File: config.mk
export PLATFORM = sky130hd
export DESIGN_NAME = select_encode_sb
export DESIGN_NICKNAME = d
export VERILOG_FILES = /design/src/rtl/select_encode_sb.sv
export SDC_FILE = /design/constraint.sdc
export NUM_CORES = 1
export LEC_CHECK = 0
export CAP_MARGIN = 10
export CORE_ASPECT_RATIO = 0.9
export CORE_UTILIZATION = 65
export CTS_BUF_LIST = sky130_fd_sc_hd__clkbuf_2 sky130_fd_sc_hd__clkbuf_4 sky130_fd_sc_hd__clkbuf_8
export DETAILED_ROUTE_END_ITERATION = 10
export DONT_BUFFER_PORTS = 1
export PLACE_DENSITY = 0.81
export SLEW_MARGIN = 5
export SYNTH_ARGS = -nofsm -noshare
export SYNTH_HDL_FRONTEND = slang
export SYNTH_SLANG_ARGS = --single-unit
File: constraint.sdc
create_clock -name clock -period 4 [get_ports clock]
set_input_delay 0.8 -clock clock [delete_from_list [all_inputs] [get_ports clock]]
set_output_delay 0.8 -clock clock [all_outputs]
set_load 0.03 [all_outputs]
File: src/rtl/select_encode_sb.sv
// select_encode_sb: instruction register, field decode, gra/grb/grc register
// select with one-hot enables, write-pending scoreboard and valid/ready issue.
// Optional build macro SB_WB_BYPASS_EN: a same-cycle writeback to a source
// register counts as already cleared in the hazard check.
module select_encode_sb #(
    parameter int NUM_REGS = 16,
    parameter int ADDR_W   = 4,
    parameter int IR_W     = 32,
    parameter int OPC_W    = 5,
    parameter int IMM_W    = 19
) (
    input  logic                clock,
    input  logic                clear,
    input  logic [IR_W-1:0]     ir_in,
    input  logic                ir_valid,
    input  logic                use_rb,
    input  logic                use_rc,
    input  logic                writes_ra,
    output logic                ir_ready,
    input  logic                done,
    input  logic                gra,
    input  logic                grb,
    input  logic                grc,
    input  logic                rin,
    input  logic                rout,
    input  logic                baout,
    input  logic                wb_valid,
    input  logic [ADDR_W-1:0]   wb_addr,
    output logic [OPC_W-1:0]    opcode,
    output logic [IR_W-1:0]     c_sign_extended,
    output logic [NUM_REGS-1:0] reg_in,
    output logic [NUM_REGS-1:0] reg_out,
    output logic                hazard,
    output logic                sel_error,
    output logic [NUM_REGS-1:0] pending
);

    // Register fields sit directly below the opcode, MSB first.
    localparam int RA_HI = IR_W - OPC_W - 1;
    localparam int RB_HI = RA_HI - ADDR_W;
    localparam int RC_HI = RB_HI - ADDR_W;

    // Parameter sanity: the register field must address exactly NUM_REGS.
    if (ADDR_W != $clog2(NUM_REGS) || (NUM_REGS & (NUM_REGS - 1)) != 0) begin : g_bad_params
        $error("select_encode_sb: NUM_REGS must be a power of 2 and ADDR_W = log2(NUM_REGS)");
    end

    typedef enum logic [1:0] {
        EMPTY = 2'd0,
        STALL = 2'd1,
        HOLD  = 2'd2
    } state_t;

    state_t              state_q, state_d;
    logic [IR_W-1:0]     ir_q, ir_d;
    logic                use_rb_q, use_rb_d;
    logic                use_rc_q, use_rc_d;
    logic                wr_ra_q, wr_ra_d;
    logic [NUM_REGS-1:0] pending_q, pending_d;
    logic                hazard_q;

    logic                accept;
    logic                pend_set;
    logic [ADDR_W-1:0]   set_addr;
    logic                busy_in, busy_held;

    // Decoded fields of the offered and the held instruction.
    logic [ADDR_W-1:0]   ra_in, rb_in, rc_in;
    logic [ADDR_W-1:0]   ra_q, rb_q, rc_q;

    assign ra_in = ir_in[RA_HI -: ADDR_W];
    assign rb_in = ir_in[RB_HI -: ADDR_W];
    assign rc_in = ir_in[RC_HI -: ADDR_W];
    assign ra_q  = ir_q[RA_HI -: ADDR_W];
    assign rb_q  = ir_q[RB_HI -: ADDR_W];
    assign rc_q  = ir_q[RC_HI -: ADDR_W];

    assign opcode          = ir_q[IR_W-1 -: OPC_W];
    assign c_sign_extended = {{(IR_W-IMM_W){ir_q[IMM_W-1]}}, ir_q[IMM_W-1:0]};

    // A source is busy when its pending bit is set; with the bypass build a
    // writeback landing on it this cycle already counts as cleared.
    function automatic logic src_busy(input logic [NUM_REGS-1:0] pend,
                                      input logic [ADDR_W-1:0]   addr,
                                      input logic                wbv,
                                      input logic [ADDR_W-1:0]   wba);
`ifdef SB_WB_BYPASS_EN
        return pend[addr] & ~(wbv & (wba == addr));
`else
        return pend[addr] & ~(wbv & 1'b0) & ~(|(wba & '0));
`endif
    endfunction

    assign busy_in   = (use_rb   & src_busy(pending_q, rb_in, wb_valid, wb_addr)) |
                       (use_rc   & src_busy(pending_q, rc_in, wb_valid, wb_addr));
    assign busy_held = (use_rb_q & src_busy(pending_q, rb_q,  wb_valid, wb_addr)) |
                       (use_rc_q & src_busy(pending_q, rc_q,  wb_valid, wb_addr));

    // Ready when empty, or when the held instruction finishes this cycle;
    // never during clear so nothing is taken while the block is resetting.
    assign ir_ready = ~clear & ((state_q == EMPTY) | ((state_q == HOLD) & done));
    assign accept   = ir_valid & ir_ready;

    // Next-state, IR capture and scoreboard set/clear decisions.
    always_comb begin
        state_d  = state_q;
        ir_d     = ir_q;
        use_rb_d = use_rb_q;
        use_rc_d = use_rc_q;
        wr_ra_d  = wr_ra_q;
        pend_set = 1'b0;
        set_addr = ra_q;
        if (accept) begin
            ir_d     = ir_in;
            use_rb_d = use_rb;
            use_rc_d = use_rc;
            wr_ra_d  = writes_ra;
            if (busy_in) begin
                state_d = STALL;
            end else begin
                state_d  = HOLD;
                pend_set = writes_ra;
                set_addr = ra_in;
            end
        end else begin
            case (state_q)
                STALL: begin
                    if (!busy_held) begin
                        state_d  = HOLD;
                        pend_set = wr_ra_q;
                        set_addr = ra_q;
                    end
                end
                HOLD: begin
                    if (done) state_d = EMPTY;
                end
                default: ;
            endcase
        end

        // Clear first so a same-cycle set of the same register wins.
        pending_d = pending_q;
        if (wb_valid) pending_d[wb_addr] = 1'b0;
        if (pend_set) pending_d[set_addr] = 1'b1;
    end

    // FSM, held instruction, scoreboard and registered hazard flag.
    always_ff @(posedge clock) begin
        if (clear) begin
            state_q   <= EMPTY;
            ir_q      <= '0;
            use_rb_q  <= 1'b0;
            use_rc_q  <= 1'b0;
            wr_ra_q   <= 1'b0;
            pending_q <= '0;
            hazard_q  <= 1'b0;
        end else begin
            state_q   <= state_d;
            ir_q      <= ir_d;
            use_rb_q  <= use_rb_d;
            use_rc_q  <= use_rc_d;
            wr_ra_q   <= wr_ra_d;
            pending_q <= pending_d;
            hazard_q  <= (state_d == STALL);
        end
    end

    assign hazard  = hazard_q;
    assign pending = pending_q;

    // Register select: Ra over Rb over Rc, register 0 when nothing selected.
    logic [ADDR_W-1:0]   sel_idx;
    logic [NUM_REGS-1:0] sel_oh;
    logic                hold_en;

    always_comb begin
        sel_idx = '0;
        if (gra)      sel_idx = ra_q;
        else if (grb) sel_idx = rb_q;
        else if (grc) sel_idx = rc_q;
    end

    assign sel_oh    = {{(NUM_REGS-1){1'b0}}, 1'b1} << sel_idx;
    assign sel_error = (gra & grb) | (gra & grc) | (grb & grc);
    assign hold_en   = (state_q == HOLD);
    assign reg_in    = sel_oh & {NUM_REGS{rin & hold_en}};
    assign reg_out   = sel_oh & {NUM_REGS{(rout | baout) & hold_en}};

endmodule
==> flow_summary.yaml, run 1 <==
clock_network:
  cts_made_buffers: 5
  clk_transition_reported_paths_ns: 0.09
  h_tree_level_count: 2
  worst_skew_pair.late_latency_ns: 0.31
  clock_sink_count: 54
  clockBufferDepth: 2
  cts_post_setup_buffers_inserted: 0
  postCtsResizedCells: 0
  cts_hold_repair.buffers: 0
  tritoncts: "done"
  cts_root_buffer: "sky130_fd_sc_hd__clkbuf_8"
critical_path:
  cp_top_family: "simple AND/OR/NAND/NOR gates"
  critical-path-top-cell-by-count: "sky130_fd_sc_hd__nor2_1"
  timing.critical_path.slowest_cell_delay_ns: 0.78
  worst-path-buf-inv: 0
  slowest_stage: "sky130_fd_sc_hd__dfxtp_1"
  cp_data_arrival_time_ns: 2.49
  critPathKind: "flop to output port"
  required_ns: 3.20
  critPathMaxFanout: 7
  worstReg2RegStart: "pending[8]$_SDFF_PP0_"
  worst_setup_path_start_kind: "flop"
  end_kind: "output port"
  setup.worst_path.start: "ir_q[15]$_SDFFE_PP0N_"
  cp_cell_sequence: "nand2_1 > nor2_1 > a21oi_1 > o21ai_0 > nand3_1 > nor2_1"
pwr:
  power_density_mw_per_mm2: 351
  leakage_power_nw: 1.28
  design_power_total_mw: 1.18
  largest_voltage_drop_on_the_vdd_net_mv: 0.261
placed_design:
  placedInstanceArea_sq_mm: 0.00328
  finalWeightedCongestion: 0.913
  dpl.hpwl_mm: 6.72
  place.port_buffers: 0
grt:
  globalRoute.totalOverflow: 0
  grt_antenna_before_repair: 0
  use_met2_pct: 49.9
  grt_util_met1_pct: 41.9
  grt_first_pass_wirelength_mm: 14.5
  largest_net_degree_at_the_start_of_global_routing: 53
  busiest_layer: "met2"
  grtUsageTotal_pct: 33.1
  use_met3_pct: 13.0
  first_global_vias: 2934
logic_synthesis:
  async_flop_share_pct: 0
  synth_nets: 496
  netlist_instances: 443
  ys_ff_latch: 54
  postSynth.topFlopCell: "sky130_fd_sc_hd__dfxtp_1"
  synth.cell_area_sq_mm: 0.00352
  seq_area_frac_synth_pct: 30.7
  synth_edf_count: 0
  yosysWarningCount: 0
  synthesis.area_per_instance_sq_um: 7.94
  synthDistinctLibCells: 43
timing:
  final.setup.tns_ns: 0
  worst-slew-pin-transition_ns: 1.19
  max_clock_freq_mhz: 304
  final-hold-violation-count: 0
  clock_skew_ns: 0.00674
  final-setup-viol-count: 0
  finalCritPeriodShare_pct: 82.2
  timing_max_transition_violations_final: 0
  rsz0062_at_grt: "no"
  min_period_ns: 3.29
  slew_headroom_pct: 21.0
cells_and_area:
  number_of_nets_in_the_layout: 447
  final-seq-area_sq_mm: 0.00108
  multi_input_comb_area_sq_mm: 0.00205
  post_route_cells_drive_above_1_share_pct: 7.87
  areaGrowthSynthToFinish_pct: -4.41
  nFillCells: 435
  fin_area_sq_mm: 0.00336
  antenna_diode_count: 0
detailed_routing:
  drc: 0
  vias_per_cell: 6.83
  ant_nets: 0
  vias: 3150
  first_pass_iters: 5
  post_drt_wl_per_cell_microns: 20.2
  finalWirelength_mm: 9.32
  drt_first_iter_violations: 297
hold_path:
  hold_path.class: "flop to flop"
  min_from: "wr_ra_q$_SDFFE_PP0N_"
run:
  maxCapViolations: 0
die:
  coreArea_sq_mm: 0.00522
  placement_rows: 25
  die_height_microns: 71.8
  floorplan.initialDensity_pct: 67.3
  die_x_microns: 79.5
  die_footprint_sq_mm: 0.00571
  pin_count: 138
status:
  outcome: "completed"
synthesized netlist by cell type (2+ instances only):
| master | n | share of area (%) |
|---|---|---|
| sky130_fd_sc_hd__inv_1 | 4 | 0.43 |
| sky130_fd_sc_hd__nand3b_1 | 4 | 0.85 |
| sky130_fd_sc_hd__buf_4 | 38 | 8.1 |
| sky130_fd_sc_hd__buf_1 | 3 | 0.32 |
| sky130_fd_sc_hd__nor4_1 | 2 | 0.36 |
| sky130_fd_sc_hd__nand2_1 | 96 | 10 |
| sky130_fd_sc_hd__and3_1 | 2 | 0.36 |
| sky130_fd_sc_hd__o32ai_2 | 2 | 0.93 |
| sky130_fd_sc_hd__nor2_1 | 47 | 5.0 |
| sky130_fd_sc_hd__a22oi_1 | 2 | 0.43 |
| sky130_fd_sc_hd__mux4_2 | 10 | 6.4 |
| sky130_fd_sc_hd__clkinv_1 | 2 | 0.21 |
| sky130_fd_sc_hd__o211ai_1 | 41 | 8.8 |
| sky130_fd_sc_hd__nor2b_1 | 13 | 2.3 |
| sky130_fd_sc_hd__dfxtp_1 | 54 | 31 |
| sky130_fd_sc_hd__or3_1 | 5 | 0.89 |
| sky130_fd_sc_hd__o21a_1 | 5 | 1.1 |
| sky130_fd_sc_hd__ha_1 | 3 | 1.1 |
| sky130_fd_sc_hd__o211a_1 | 2 | 0.57 |
| sky130_fd_sc_hd__clkbuf_1 | 19 | 2.0 |
| sky130_fd_sc_hd__o311ai_0 | 3 | 0.75 |
| sky130_fd_sc_hd__o21ai_0 | 6 | 0.85 |
| sky130_fd_sc_hd__nand2b_1 | 6 | 1.1 |
| sky130_fd_sc_hd__mux2i_1 | 19 | 5.4 |
| sky130_fd_sc_hd__mux2_2 | 2 | 0.64 |
| sky130_fd_sc_hd__o31ai_1 | 16 | 3.4 |
| sky130_fd_sc_hd__a21oi_1 | 11 | 1.6 |
| sky130_fd_sc_hd__nand3_1 | 11 | 1.6 |
metrics by stage:
stage,utilization (%),hold slack [ns],instances,worst slack [ns]
after detailed placement,62.7,0.487,454,0.818
after global placement,62.7,0.477,454,0.891
after floorplan,-,0.461,443,0.835
after global routing,64.3,0.545,461,0.418
final,64.3,0.509,461,0.714
after CTS,64.3,0.508,461,0.711
logic make-up (layout without fill, tap and decap cells):
| group | Yosys count | after routing | share of synthesized area, % |
|---|---|---|---|
| DFF | 54 | 54 | 30.7 |
| buffers and inverters | 67 | 18 | 11.2 |
| muxes | 33 | 33 | 13.3 |
| adders and majority gates | 4 | 4 | 1.35 |
| and+or+nand+nor | 190 | 190 | 23.4 |
| AOI/OAI and AO/OA | 95 | 95 | 20.0 |
power by group:
part / internal, mW / switching [mW] / leakage (nW)
Combinational: 0.0697 / 0.154 / 0.792
Sequential: 0.571 / 0.0830 / 0.442
Clock: 0.135 / 0.167 / 0.0452
Total: 0.775 / 0.404 / 1.28
cells in the final DEF, fill, tap and decap left out, types with 6 or more instances in the layout:
master / instances
sky130_fd_sc_hd__nand2b_1: 6
sky130_fd_sc_hd__nand2_1: 96
sky130_fd_sc_hd__dfxtp_1: 53
sky130_fd_sc_hd__o21ai_0: 6
sky130_fd_sc_hd__nor2_1: 47
sky130_fd_sc_hd__o211ai_1: 41
sky130_fd_sc_hd__a21oi_1: 10
sky130_fd_sc_hd__nand3_1: 11
sky130_fd_sc_hd__mux4_2: 10
sky130_fd_sc_hd__mux2i_1: 19
sky130_fd_sc_hd__nor2b_1: 13
sky130_fd_sc_hd__o31ai_1: 16
state kept, by name, indices dropped and copies added (netlist names):
register	flops
pending	16
wr_ra_q	1
state_q	2
use_rb_q	1
hazard	1
ir_q	32
use_rc_q	1
worst reg2reg max path: cells and delay by family, from the launching register on:
family | cells | cell delay, ns
multiplexers | 1 | 0.16
AND/OR/NAND/NOR | 1 | 0.54
AO/OA/AOI/OAI | 4 | 1.48
flip-flops | 1 | 0.71
area by class of cell:
cell class / instances / share of cell area, %
inverters: 6 / 0.670
flip-flops and latches: 54 / 32.3
repair buffers: 5 / 1.12
well taps: 67 / 2.49
multi-input cells: 322 / 60.9
clock buffers: 7 / 2.49
per-layer routing:
metal | vias to the layer above | routed length (microns)
met3 | 50 | 1220
met1 | 1442 | 3550
met2 | 216 | 4180
met4 | 0 | 378
met5 | - | 0
li1 | 1442 | -
final timing paths:
check | slack (ns) | endpoint | depth (start not counted)
setup / recovery | 0.71 | reg_out[3] | 6
hold / removal | 0.51 | wr_ra_q$_SDFFE_PP0N_ | 2
setup reg to reg | 0.98 | pending[11]$_SDFF_PP0_ | 6
hold reg to reg | 0.51 | wr_ra_q$_SDFFE_PP0N_ | 2
Note: power is estimated with default switching activity, not from simulation.
==> run 2: changes to the inputs <==
Clock period 4 ns to 3.3 ns, I/O delays scaled along.
==> run 2 against run 1 <==
Sequential power rose by 20%; critical endpoint is now reg_out[6]; sequential cell count did not move; largest power group unchanged; largest cell class unchanged; first-iteration DRC count rose by 23%; worst hold slack got worse by 0.091 ns; critical path depth did not move; non-clock buffer count rose by 18; setup slack got worse by 0.42 ns; clock skew rose by 0.00070 ns; sequential share of layout area fell by 1.3 points.
==> flow_summary.yaml, run 2 (synthesized netlist as in run 1, its figures left out) <==
pwr:
  largest_voltage_drop_on_the_vdd_net_mv: 0.347
  leakage_power_nw: 1.38
  power_density_mw_per_mm2: 415
cells_and_area:
  layout.cells.most_common: "sky130_fd_sc_hd__nand2_1"
  layout_common_cells: "sky130_fd_sc_hd__nand2_1, sky130_fd_sc_hd__dfxtp_1, sky130_fd_sc_hd__nor2_1"
  post_route_cells_drive_above_1_share_pct: 12.1
  areaGrowthSynthToFinish_pct: -0.391
  antenna_diode_count: 0
  number_of_nets_in_the_layout: 465
  largest_register_ff_count: 32
  regMostFlops: "ir_q"
clock_network:
  cts_root_buffer: "sky130_fd_sc_hd__clkbuf_8"
  clockBufferDepth: 2
  cts_made_buffers: 5
  h_tree_level_count: 2
  clk_transition_reported_paths_ns: 0.10
  cts_hold_repair.buffers: 0
  clock_sink_count: 54
  cts_post_setup_buffers_inserted: 0
  postCtsResizedCells: 0
  tritoncts: "done"
  worst_skew_pair.late_latency_ns: 0.31
critical_path:
  critPathKind: "flop to output port"
  critPathMaxFanout: 5
  r2r.worst_path.cells: 6
  required_ns: 2.64
  reg2reg_setup_slack_ns: 0.37
  cp_data_arrival_time_ns: 2.34
  end_kind: "output port"
  worst_setup_path_start_kind: "flop"
  worstReg2RegStart: "pending[2]$_SDFF_PP0_"
  worstReg2RegEnd: "pending[4]$_SDFF_PP0_"
die:
  die_x_microns: 79.5
  die_height_microns: 71.8
  die_footprint_sq_mm: 0.00571
  placement_rows: 25
  floorplan.initialDensity_pct: 67.3
  coreArea_sq_mm: 0.00522
  pin_count: 138
timing:
  worst-slew-pin-transition_ns: 1.14
  finalCritPeriodShare_pct: 91.0
  min_period_ns: 3.00
  rsz0062_at_grt: "no"
  final.setup.tns_ns: 0
  max_clock_freq_mhz: 333
  finalHoldWorstSlack_ns: 0.417
  clock_skew_ns: 0.00743
  final-hold-violation-count: 0
  final-setup-viol-count: 0
  slew_headroom_pct: 24.7
  timing_max_transition_violations_final: 0
grt:
  grt_antenna_before_repair: 0
  grtUsageTotal_pct: 34.6
  globalRoute.totalOverflow: 0
  grt_first_pass_wirelength_mm: 15.3
  largest_net_degree_at_the_start_of_global_routing: 40
  first_global_vias: 3002
status:
  outcome: "completed"
placed_design:
  finalWeightedCongestion: 0.965
  place.port_buffers: 0
  dpl.hpwl_mm: 7.19
detailed_routing:
  ant_nets: 0
  first_pass_iters: 6
  drt_first_iter_violations: 365
  post_drt_wl_per_cell_microns: 20.3
  finalWirelength_mm: 9.73
  drc: 0
  vias: 3206
  vias_per_cell: 6.68
hold_path:
  hold_path.class: "input port to flop"
  min_from: "clear"
  hold_path_depth: 1
  worstHoldEndpoint: "state_q[1]$_SDFF_PP0_"
run:
  maxCapViolations: 0
run 2: cell count changes in the layout (fill, tap and decap cells not counted), sizes merged:
cell / change
clkbuf: -1
clkinv: +1
buf: +18
inv: +1
run 2: per-layer routing:
metal	up-vias	wire length, microns	track usage (%)
met1	1493	3950	46.1
met4	0	219	11.3
met5	-	0	0
met2	209	4520	54.9
met3	27	1040	8.41
li1	1477	-	-
run 2: how the worst max path moves through the flow:
stage,start,endpoint,cells past startpoint
after floorplan,ir_in[15],pending[8]$_SDFF_PP0_,8
after global placement,ir_in[19],pending[8]$_SDFF_PP0_,6
after detailed placement,ir_in[19],pending[1]$_SDFF_PP0_,6
after CTS,ir_q[17]$_SDFFE_PP0N_,reg_out[6],6
after global routing,ir_q[17]$_SDFFE_PP0N_,reg_out[14],6
final,ir_q[17]$_SDFFE_PP0N_,reg_out[6],6
run 2: metrics by stage:
stage,util (%),setup slack [ns],power (mW),std cells,instance area [sq um]
6_report,67.0,0.297,1.45,480,3500
5_1_grt,67.0,0.0302,1.51,480,3500
4_1_cts,67.0,0.324,1.45,480,3500
3_5_place_dp,65.3,0.237,1.08,472,3410
3_3_place_gp,65.3,0.310,1.07,472,3410
2_1_floorplan,-,0.275,1.07,443,3520
run 2: area by class of cell:
type	count	area, sq um
Tap cell	67	83.8
Fill cell	455	1720
Clock buffer	6	76.3
Sequential cell	54	1080
Timing Repair Buffer	23	173
Inverter	6	22.5
Multi-Input combinational cell	322	2050
Clock inverter	2	13.8
run 2: worst max-delay path, cell delays in order (launching register included):
cell and delay [ns]:
sky130_fd_sc_hd__dfxtp_1 0.66, sky130_fd_sc_hd__nand2_1 0.10, sky130_fd_sc_hd__nor2_1 0.11, sky130_fd_sc_hd__a21oi_1 0.06
sky130_fd_sc_hd__o21ai_0 0.38, sky130_fd_sc_hd__nand3_1 0.24, sky130_fd_sc_hd__nor2_1 0.48
run 2: where the power goes:
part	switching (mW)	internal, mW
registers	0.0917	0.692
clock network	0.218	0.160
logic	0.201	0.0891
total	0.511	0.942
==> run 3: changes to the inputs <==
Settings changed: CORE_UTILIZATION 65 to 60, PLACE_DENSITY 0.81 to 0.76.
==> run 3 against run 2 <==
Non-clock buffer count up 4; sequential cell count unchanged; clock-buffer cell count down 1; first-iteration DRC count down 37%; clock skew down 0.0029 ns; power down 0.64%; critical path depth unchanged; fmax down 3.0%.
==> flow_summary.yaml, run 3 (synthesized netlist as in run 1, its figures left out) <==
grt:
  use_met2_pct: 47.0
  largest_net_degree_at_the_start_of_global_routing: 35
  use_met3_pct: 11.5
  globalRoute.totalOverflow: 0
  grt_antenna_before_repair: 0
  grt_first_pass_wirelength_mm: 14.0
  grt_util_met1_pct: 42.1
  grtUsageTotal_pct: 30.8
  first_global_vias: 2741
  busiest_layer: "met2"
pwr:
  largest_voltage_drop_on_the_vdd_net_mv: 0.287
  leakage_power_nw: 1.40
  power_density_mw_per_mm2: 408
die:
  die_height_microns: 74.6
  floorplan.initialDensity_pct: 62.1
  die_footprint_sq_mm: 0.00617
  pin_count: 138
  die_x_microns: 82.7
  placement_rows: 26
  coreArea_sq_mm: 0.00566
clock_network:
  cts_post_setup_buffers_inserted: 0
  cts_root_buffer: "sky130_fd_sc_hd__clkbuf_8"
  tritoncts: "done"
  clk_transition_reported_paths_ns: 0.10
  cts_made_buffers: 5
  h_tree_level_count: 2
  clock_sink_count: 54
  worst_skew_pair.late_latency_ns: 0.31
  clockBufferDepth: 2
hold_path:
  hold_path.class: "input port to flop"
  min_from: "clear"
  worstHoldEndpoint: "state_q[1]$_SDFF_PP0_"
  hold_path_depth: 1
critical_path:
  required_ns: 2.64
  worstReg2RegStart: "pending[6]$_SDFF_PP0_"
  critical-path-top-cell-by-count: "sky130_fd_sc_hd__nor2_1"
  reg2reg_setup_slack_ns: 0.40
  cp_data_arrival_time_ns: 2.44
  worstReg2RegEnd: "pending[4]$_SDFF_PP0_"
  worst-path-buf-inv: 0
  end_kind: "output port"
  cp_cell_sequence: "nand2_1 > nor2_1 > a21oi_1 > o21ai_0 > nand3_1 > nor2_1"
  critPathMaxFanout: 5
  critPathKind: "flop to output port"
  slowest_stage: "sky130_fd_sc_hd__dfxtp_1"
  worst_setup_path_start_kind: "flop"
  timing.critical_path.slowest_cell_delay_ns: 0.64
  r2r.worst_path.cells: 6
  cp_top_family: "simple AND/OR/NAND/NOR gates"
detailed_routing:
  finalWirelength_mm: 9.57
  ant_nets: 0
  post_drt_wl_per_cell_microns: 19.7
  first_pass_iters: 5
  vias_per_cell: 6.46
  drc: 0
  drt_first_iter_violations: 230
  vias: 3145
cells_and_area:
  final_util_pct: 62.5
  areaGrowthSynthToFinish_pct: 0.640
  layout_common_cells: "sky130_fd_sc_hd__nand2_1, sky130_fd_sc_hd__dfxtp_1, sky130_fd_sc_hd__nor2_1"
  antenna_diode_count: 0
  largest_register_ff_count: 32
  final_cells: 487
  post_route_cells_drive_above_1_share_pct: 13.2
  number_of_nets_in_the_layout: 469
  regMostFlops: "ir_q"
  layout.cells.most_common: "sky130_fd_sc_hd__nand2_1"
timing:
  final.setup.tns_ns: 0
  min_period_ns: 3.10
  final-setup-viol-count: 0
  timing_max_transition_violations_final: 0
  max_clock_freq_mhz: 323
  finalCritPeriodShare_pct: 93.8
  final-hold-violation-count: 0
  slew_headroom_pct: 24.7
  rsz0062_at_grt: "yes"
  clock_skew_ns: 0.00450
  worst-slew-pin-transition_ns: 1.14
status:
  outcome: "completed"
placed_design:
  place.detailed.instances: 479
  finalWeightedCongestion: 0.928
  dpl.hpwl_mm: 7.09
  place.port_buffers: 0
run:
  maxCapViolations: 0
## run 3: cell types whose count changed in the layout (fill, tap and decap cells not counted), sizes merged
cell / previous run / this run
clkinv: 3 / 4
clkinvlp: 0 / 1
buf: 23 / 27
inv: 5 / 4
clkbuf: 6 / 5
## run 3: layout make-up
type / count / area (sq um)
fill: 506 / 2120
inverter: 6 / 22.5
tap: 70 / 87.6
clock inverter: 3 / 21.3
sequential: 54 / 1080
timing repair buffer: 27 / 203
multi-input combinational: 322 / 2050
clock buffer: 5 / 68.8
## run 3: repair_timing
action	4_1_cts	5_1_grt
hold buffers	0	0
gates resized for setup	0	1
setup endpoints to repair	0	8
## run 3: worst reg2reg max path, stage by stage, from the launching register on
cell,delay [ns]
sky130_fd_sc_hd__dfxtp_1,0.48
sky130_fd_sc_hd__mux4_2,0.52
sky130_fd_sc_hd__mux2_2,0.27
sky130_fd_sc_hd__a32o_1,0.23
sky130_fd_sc_hd__or3_1,0.53
sky130_fd_sc_hd__o2bb2a_1,0.51
sky130_fd_sc_hd__o31ai_1,0.28
## run 3: stage by stage
stage                     setup WS (ns)  hold WS (ns)  area, sq um  total power [mW]
final                             0.204         0.414         3540              1.44
after global placement            0.321         0.476         3450              1.08
after detailed placement          0.284         0.503         3450              1.08
after CTS                         0.258         0.410         3540              1.44
after global routing            -0.0516         0.407         3540              1.51
after floorplan                   0.275         0.461         3520              1.07
## run 3: how the worst max path moves through the flow
| stage | depth (start not counted) | to | slack, ns | from |
|---|---|---|---|---|
| 2_1_floorplan | 8 | pending[8]$_SDFF_PP0_ | 0.28 | ir_in[15] |
| 3_3_place_gp | 6 | pending[8]$_SDFF_PP0_ | 0.32 | ir_in[19] |
| 3_5_place_dp | 6 | pending[1]$_SDFF_PP0_ | 0.28 | ir_in[19] |
| 4_1_cts | 6 | reg_out[12] | 0.26 | ir_q[17]$_SDFFE_PP0N_ |
| 5_1_grt | 6 | reg_out[5] | -0.05 | ir_q[17]$_SDFFE_PP0N_ |
| 6_report | 6 | reg_out[14] | 0.20 | ir_q[17]$_SDFFE_PP0N_ |
## run 3: layer usage
metal / up-vias / share of wire [%]
li1: 1485 / -
met1: 1446 / 42
met3: 11 / 14
met5: - / 0
met4: 0 / 0.85
met2: 203 / 44
## run 3: where the power goes
| group | total [mW] | switching [mW] | internal, mW | leakage, nW |
|---|---|---|---|---|
| Sequential | 0.781 | 0.0883 | 0.693 | 0.442 |
| Combinational | 0.292 | 0.200 | 0.0917 | 0.910 |
| Clock | 0.370 | 0.221 | 0.150 | 0.0441 |
| Total | 1.44 | 0.509 | 0.934 | 1.40 |
